### src/rtl/rgb_led_pwm_sched.sv
// rgb_led_pwm_sched
// Time-multiplexed PWM driver for four RGB LEDs (12 channels). Only one LED
// owns the output at a time, round-robin, and all lit channels share one
// software-programmable brightness. Per-channel enables pass through from GPIO
// but are snapshotted once per slot, so an LED never changes mid-slot.
module rgb_led_pwm_sched #(
  parameter int unsigned PRESCALE_DIV = 100,
  parameter logic [7:0]  DUTY_RESET   = 8'd32
) (
  input  logic        clk,
  input  logic        rst,
  input  logic [11:0] en_i,
  input  logic [7:0]  duty_i,
  input  logic        duty_load_i,
  output logic [11:0] led_o,
  output logic [1:0]  slot_o,
  output logic        frame_o
);

  localparam int NUM_LEDS    = 4;
  localparam int CH_PER_LED  = 3;
  localparam int NUM_CH      = NUM_LEDS * CH_PER_LED;

  // One PWM tick every PRESCALE_DIV clocks
  logic tick;

  // Free-running 8-bit PWM phase and the slot (LED index) owning the outputs
  logic [7:0]        pwm_cnt_reg;
  logic [1:0]        slot_reg;

  // Brightness: shadow holds the last software write, act is what the
  // comparator uses; act only moves on a slot boundary so a pulse is never cut
  logic [7:0]        duty_shadow_reg;
  logic [7:0]        duty_act_reg;

  // Enables sampled at each slot boundary
  logic [NUM_CH-1:0] en_q_reg;

  // Registered outputs
  logic [NUM_CH-1:0] led_reg;
  logic [NUM_CH-1:0] led_next;
  logic              frame_reg;

  // Slot boundary: last tick of the 256-tick PWM period
  logic boundary;
  logic frame_next;
  logic lit_phase;

  generate
    if (PRESCALE_DIV <= 1) begin : g_no_presc
      // Every clock is a tick; no prescaler state needed
      assign tick = 1'b1;
    end else begin : g_presc
      localparam int PW = $clog2(PRESCALE_DIV);
      localparam logic [PW-1:0] PRESC_LAST = PW'(PRESCALE_DIV - 1);

      logic [PW-1:0] presc_reg;

      // Prescaler counts 0..PRESCALE_DIV-1 and wraps on its terminal count
      always_ff @(posedge clk) begin
        if (rst) begin
          presc_reg <= '0;
        end else if (presc_reg == PRESC_LAST) begin
          presc_reg <= '0;
        end else begin
          presc_reg <= presc_reg + 1'b1;
        end
      end

      assign tick = (presc_reg == PRESC_LAST);
    end
  endgenerate

  assign boundary   = tick && (pwm_cnt_reg == 8'hFF);
  assign frame_next = boundary && (slot_reg == 2'd3);
  assign lit_phase  = (pwm_cnt_reg < duty_act_reg);

  // PWM phase advances on each tick; the slot advances once per PWM period
  always_ff @(posedge clk) begin
    if (rst) begin
      pwm_cnt_reg <= 8'd0;
      slot_reg    <= 2'd0;
    end else if (tick) begin
      pwm_cnt_reg <= pwm_cnt_reg + 8'd1;
      if (boundary) begin
        slot_reg <= slot_reg + 2'd1;
      end
    end
  end

  // Brightness double-buffer; a load landing exactly on a boundary writes
  // straight through so it is not delayed by a whole extra slot
  always_ff @(posedge clk) begin
    if (rst) begin
      duty_shadow_reg <= DUTY_RESET;
      duty_act_reg    <= DUTY_RESET;
    end else begin
      if (duty_load_i) begin
        duty_shadow_reg <= duty_i;
      end
      if (boundary) begin
        duty_act_reg <= duty_load_i ? duty_i : duty_shadow_reg;
      end
    end
  end

  // Enable snapshot, taken for all channels at once on every boundary
  always_ff @(posedge clk) begin
    if (rst) begin
      en_q_reg <= '0;
    end else if (boundary) begin
      en_q_reg <= en_i;
    end
  end

  // Per-LED gating: only the LED that owns the current slot may light,
  // and only while the PWM phase is below the active duty
  genvar gi;
  generate
    for (gi = 0; gi < NUM_LEDS; gi++) begin : g_led
      logic owns_slot;
      assign owns_slot = (slot_reg == 2'(gi));
      assign led_next[CH_PER_LED*gi +: CH_PER_LED] =
        (owns_slot && lit_phase) ? en_q_reg[CH_PER_LED*gi +: CH_PER_LED]
                                 : {CH_PER_LED{1'b0}};
    end
  endgenerate

  // Output register: LED drive and frame-start pulse
  always_ff @(posedge clk) begin
    if (rst) begin
      led_reg   <= '0;
      frame_reg <= 1'b0;
    end else begin
      led_reg   <= led_next;
      frame_reg <= frame_next;
    end
  end

  assign led_o   = led_reg;
  assign slot_o  = slot_reg;
  assign frame_o = frame_reg;

endmodule

### config.mk
export PLATFORM = sky130hd
export DESIGN_NAME = rgb_led_pwm_sched
export DESIGN_NICKNAME = d
export VERILOG_FILES = /design/src/rtl/rgb_led_pwm_sched.sv
export SDC_FILE = /design/constraint.sdc
export NUM_CORES = 1
export LEC_CHECK = 0
export BUFFER_PORTS_ARGS = -buffer_cell sky130_fd_sc_hd__buf_2
export CAP_MARGIN = 0
export CORE_MARGIN = 5
export CORE_UTILIZATION = 56
export DETAILED_ROUTE_END_ITERATION = 8
export GPL_TIMING_DRIVEN = 0
export MAX_ROUTING_LAYER = met4
export PLACE_DENSITY = 0.78
export SYNTH_ARGS = -nofsm -noshare
export SYNTH_HDL_FRONTEND = slang
export SYNTH_SLANG_ARGS = --single-unit
### constraint.sdc
create_clock -name clk -period 5.7 [get_ports clk]
set_input_delay 1.14 -clock clk [delete_from_list [all_inputs] [get_ports clk]]
set_output_delay 1.14 -clock clk [all_outputs]
set_load 0.01 [all_outputs]
==> metrics <==
DR pass1 iterations=4; placed wire-length estimate=3730 um; Synth Instances=275; hold_ws=0.445 ns; worst rel slew slack=62.0%; num rows=25; min-delay worst type=reg2reg; CP top delay family=simple AND/OR/NAND/NOR gates; VDD IR max=0.000170 V; post-synthesis register bit count=58; CP required=5.92 ns; Core Area=4660 um^2; max-cap violations=0; Die Ht=78.8 um; post-synthesis compound-gate area fraction=11.0%; final worst-path setup slack=3.52 ns; Mapped Avg Cell Area=9.65 um^2; Chip Width=78.8 um; postcts setup bufs=0; grt ovf=0; number of nets with antenna violations after routing=0; Port Buffers=35; layout cell share with drive strength beyond 1=17.8%; Layout Skew=0.00447 ns; Seq/Total Area, Yosys=43.8%; Simple-Gate Fraction of Synth Area=21.3%; count of cell types in the netlist=33; power per cell area=268 nW/um^2; CP max stage cell=or4b_1; Max Clock Freq=458 MHz; initial drt markers=106; post-synthesis mux area share=11.8%; Final Hold Viols=0; cell area after synthesis=2650 um^2; via count=2,096; GRT Total Usage=19.5%; largest net degree at the start of global routing=11; Lkg Pwr=1.23 nW; fin. max-slew vios=0; RSZ-0062 raised after global routing=no; clock latency on the worst-skew pair=0.34 ns; crit-path max FO=10; setup slack at placement=3.20 ns; placer's final routability congestion estimate=0.805; DR WL/cell=13.7 um; clk sinks=58; status=complete, no violations; Util after Layout=66.5%; crit-path cells=or4b_1 > buf_2 > nor4_4 > buf_6 > mux2_1; final setup vio count=0; CP Launch Type=flip-flop; fillers=383; Via density=5.53; Die ar.=6220 um^2; critical path's largest stage delay=0.52 ns; Worst Path Arrival=2.41 ns; area growth from synthesis to layout=16.8%; Buf+Inv Stages, Crit Path=2; hold bufs inserted after CTS=0; cts bufs inserted=9; Ys Warns=0; Total Routed Length=5200 um; Initial Util=56.9%; Antenna Diode Count=0; largest buffer count on any clock path=2; Synth Area in XOR/XNOR=0.990%; H-tree levels=3; Worst-path clk slew=0.06 ns; adder-cell share of the synthesized area=6.13%; Final #Nets=357; Synth Net Count=311; Multi-input gate area=1360 um^2; main combinational cell family by area after synthesis=simple AND/OR/NAND/NOR gates; register area=1160 um^2; Ports=38; post-route minimum period=2.18 ns; CTS tree=done; kind of critical path=reg2reg; initial antenna violation count=0; DRC viols=0; actual slew at the worst max-slew pin=0.570 ns; CTS resizes=0; final setup TNS=0 ns; number of global-route vias before repair=2,026; CP Capture Type=flip-flop; global-route wire length before repair=9050 um; period utilization=38.3%; Root Driver=clkbuf_8
## Yosys cell counts, drive strengths merged
library cell | count | area [um^2]
nor2 | 21 | 78.8
o211ai | 12 | 90.1
or2 | 1 | 6.26
nor2b | 3 | 18.8
and3b | 1 | 8.76
nand4 | 3 | 18.8
xor2 | 2 | 17.5
dfxtp | 58 | 1160
inv | 14 | 52.6
a211o | 1 | 8.76
nor4 | 2 | 27.5
o21ai | 6 | 30.0
nand2b | 27 | 169
mux2i | 20 | 200
nor4bb | 12 | 120
o21bai | 1 | 7.51
a2111o | 1 | 11.3
ha | 13 | 163
clkbuf | 15 | 56.3
a21oi | 23 | 115
or4b | 1 | 10.0
xnor2 | 1 | 8.76
or4 | 4 | 30.0
mux2 | 10 | 113
o31ai | 4 | 30.0
buf | 3 | 23.8
nand2 | 7 | 26.3
nand3 | 4 | 20.0
or3 | 5 | 31.3
## path summary, 6_finish.rpt
kind	startpoint	end	slack, ns	cells past startpoint
min reg2reg	g_presc.presc_reg[0]$_SDFF_PP0_	g_presc.presc_reg[0]$_SDFF_PP0_	0.45	1
max reg2reg	g_presc.presc_reg[4]$_SDFF_PP0_	slot_o[0]$_SDFFE_PP0P_	3.52	5
max	g_presc.presc_reg[4]$_SDFF_PP0_	slot_o[0]$_SDFFE_PP0P_	3.52	5
min	g_presc.presc_reg[0]$_SDFF_PP0_	g_presc.presc_reg[0]$_SDFF_PP0_	0.45	1
## power breakdown
part            total, W  internal, W  switching (W)
Sequential      0.000413     0.000411     0.00000208
Combinational  0.0000315    0.0000151      0.0000163
Clock           0.000386     0.000234       0.000152
## worst reg2reg max path: cells and delay by family (launching register included)
| family | cells | cell delay (ns) |
|---|---|---|
| muxes | 1 | 0.33 |
| and+or+nand+nor | 2 | 0.99 |
| DFF | 1 | 0.34 |
| buffers and inverters | 2 | 0.41 |
## routing by layer
metal,track usage [%],routed length [um],vias up
met5,-,0,-
met4,11.0,166,0
met3,6.12,307,17
met2,27.4,2260,70
met1,24.6,2460,948
li1,-,-,1061
## stage by stage
stage	std cells	instance area [um^2]	power (W)
floorplan	275	2650	0.000441
global placement	364	2900	0.000453
detailed placement	364	2900	0.000454
CTS	379	3100	0.000840
global route	379	3100	0.000867
finish	379	3100	0.000830
## kinds of logic (layout without fill, tap and decap cells)
logic type	after synthesis	count (layout)
buffers and inverters	32	82
muxes	30	30
AOI/OAI and AO/OA	48	48
and+or+nand+nor	91	91
xor gates and xnor gates	3	3
adders and majority gates	13	13
DFF	58	58
## cells in the final DEF (no fill, tap or decap), types with 5 or more instances in the layout
cell type  synthesis  final
buf_2              1     36
clkbuf_8           0     12
dfxtp_1           58     58
nor2_1            21     21
or3_1              5      5
o211ai_1          12     12
nand2b_1          27     27
mux2i_1           20     20
nor4bb_1          12     12
o21ai_0            6      6
nand2_1            7      7
inv_1             14     14
ha_1              13     13
mux2_1             6      6
a21oi_1           23     23
clkbuf_1          15     16
## layout make-up
type | instances | share of cell area, %
clock buffers | 13 | 5.45
repair buffers | 35 | 5.65
multi-input cells | 185 | 43.9
clock inverters | 2 | 1.13
flip-flops and latches | 58 | 37.4
well taps | 54 | 2.18
plain buffers | 18 | 2.58
inverters | 14 | 1.69
Note: power is estimated with default switching activity, not from simulation.
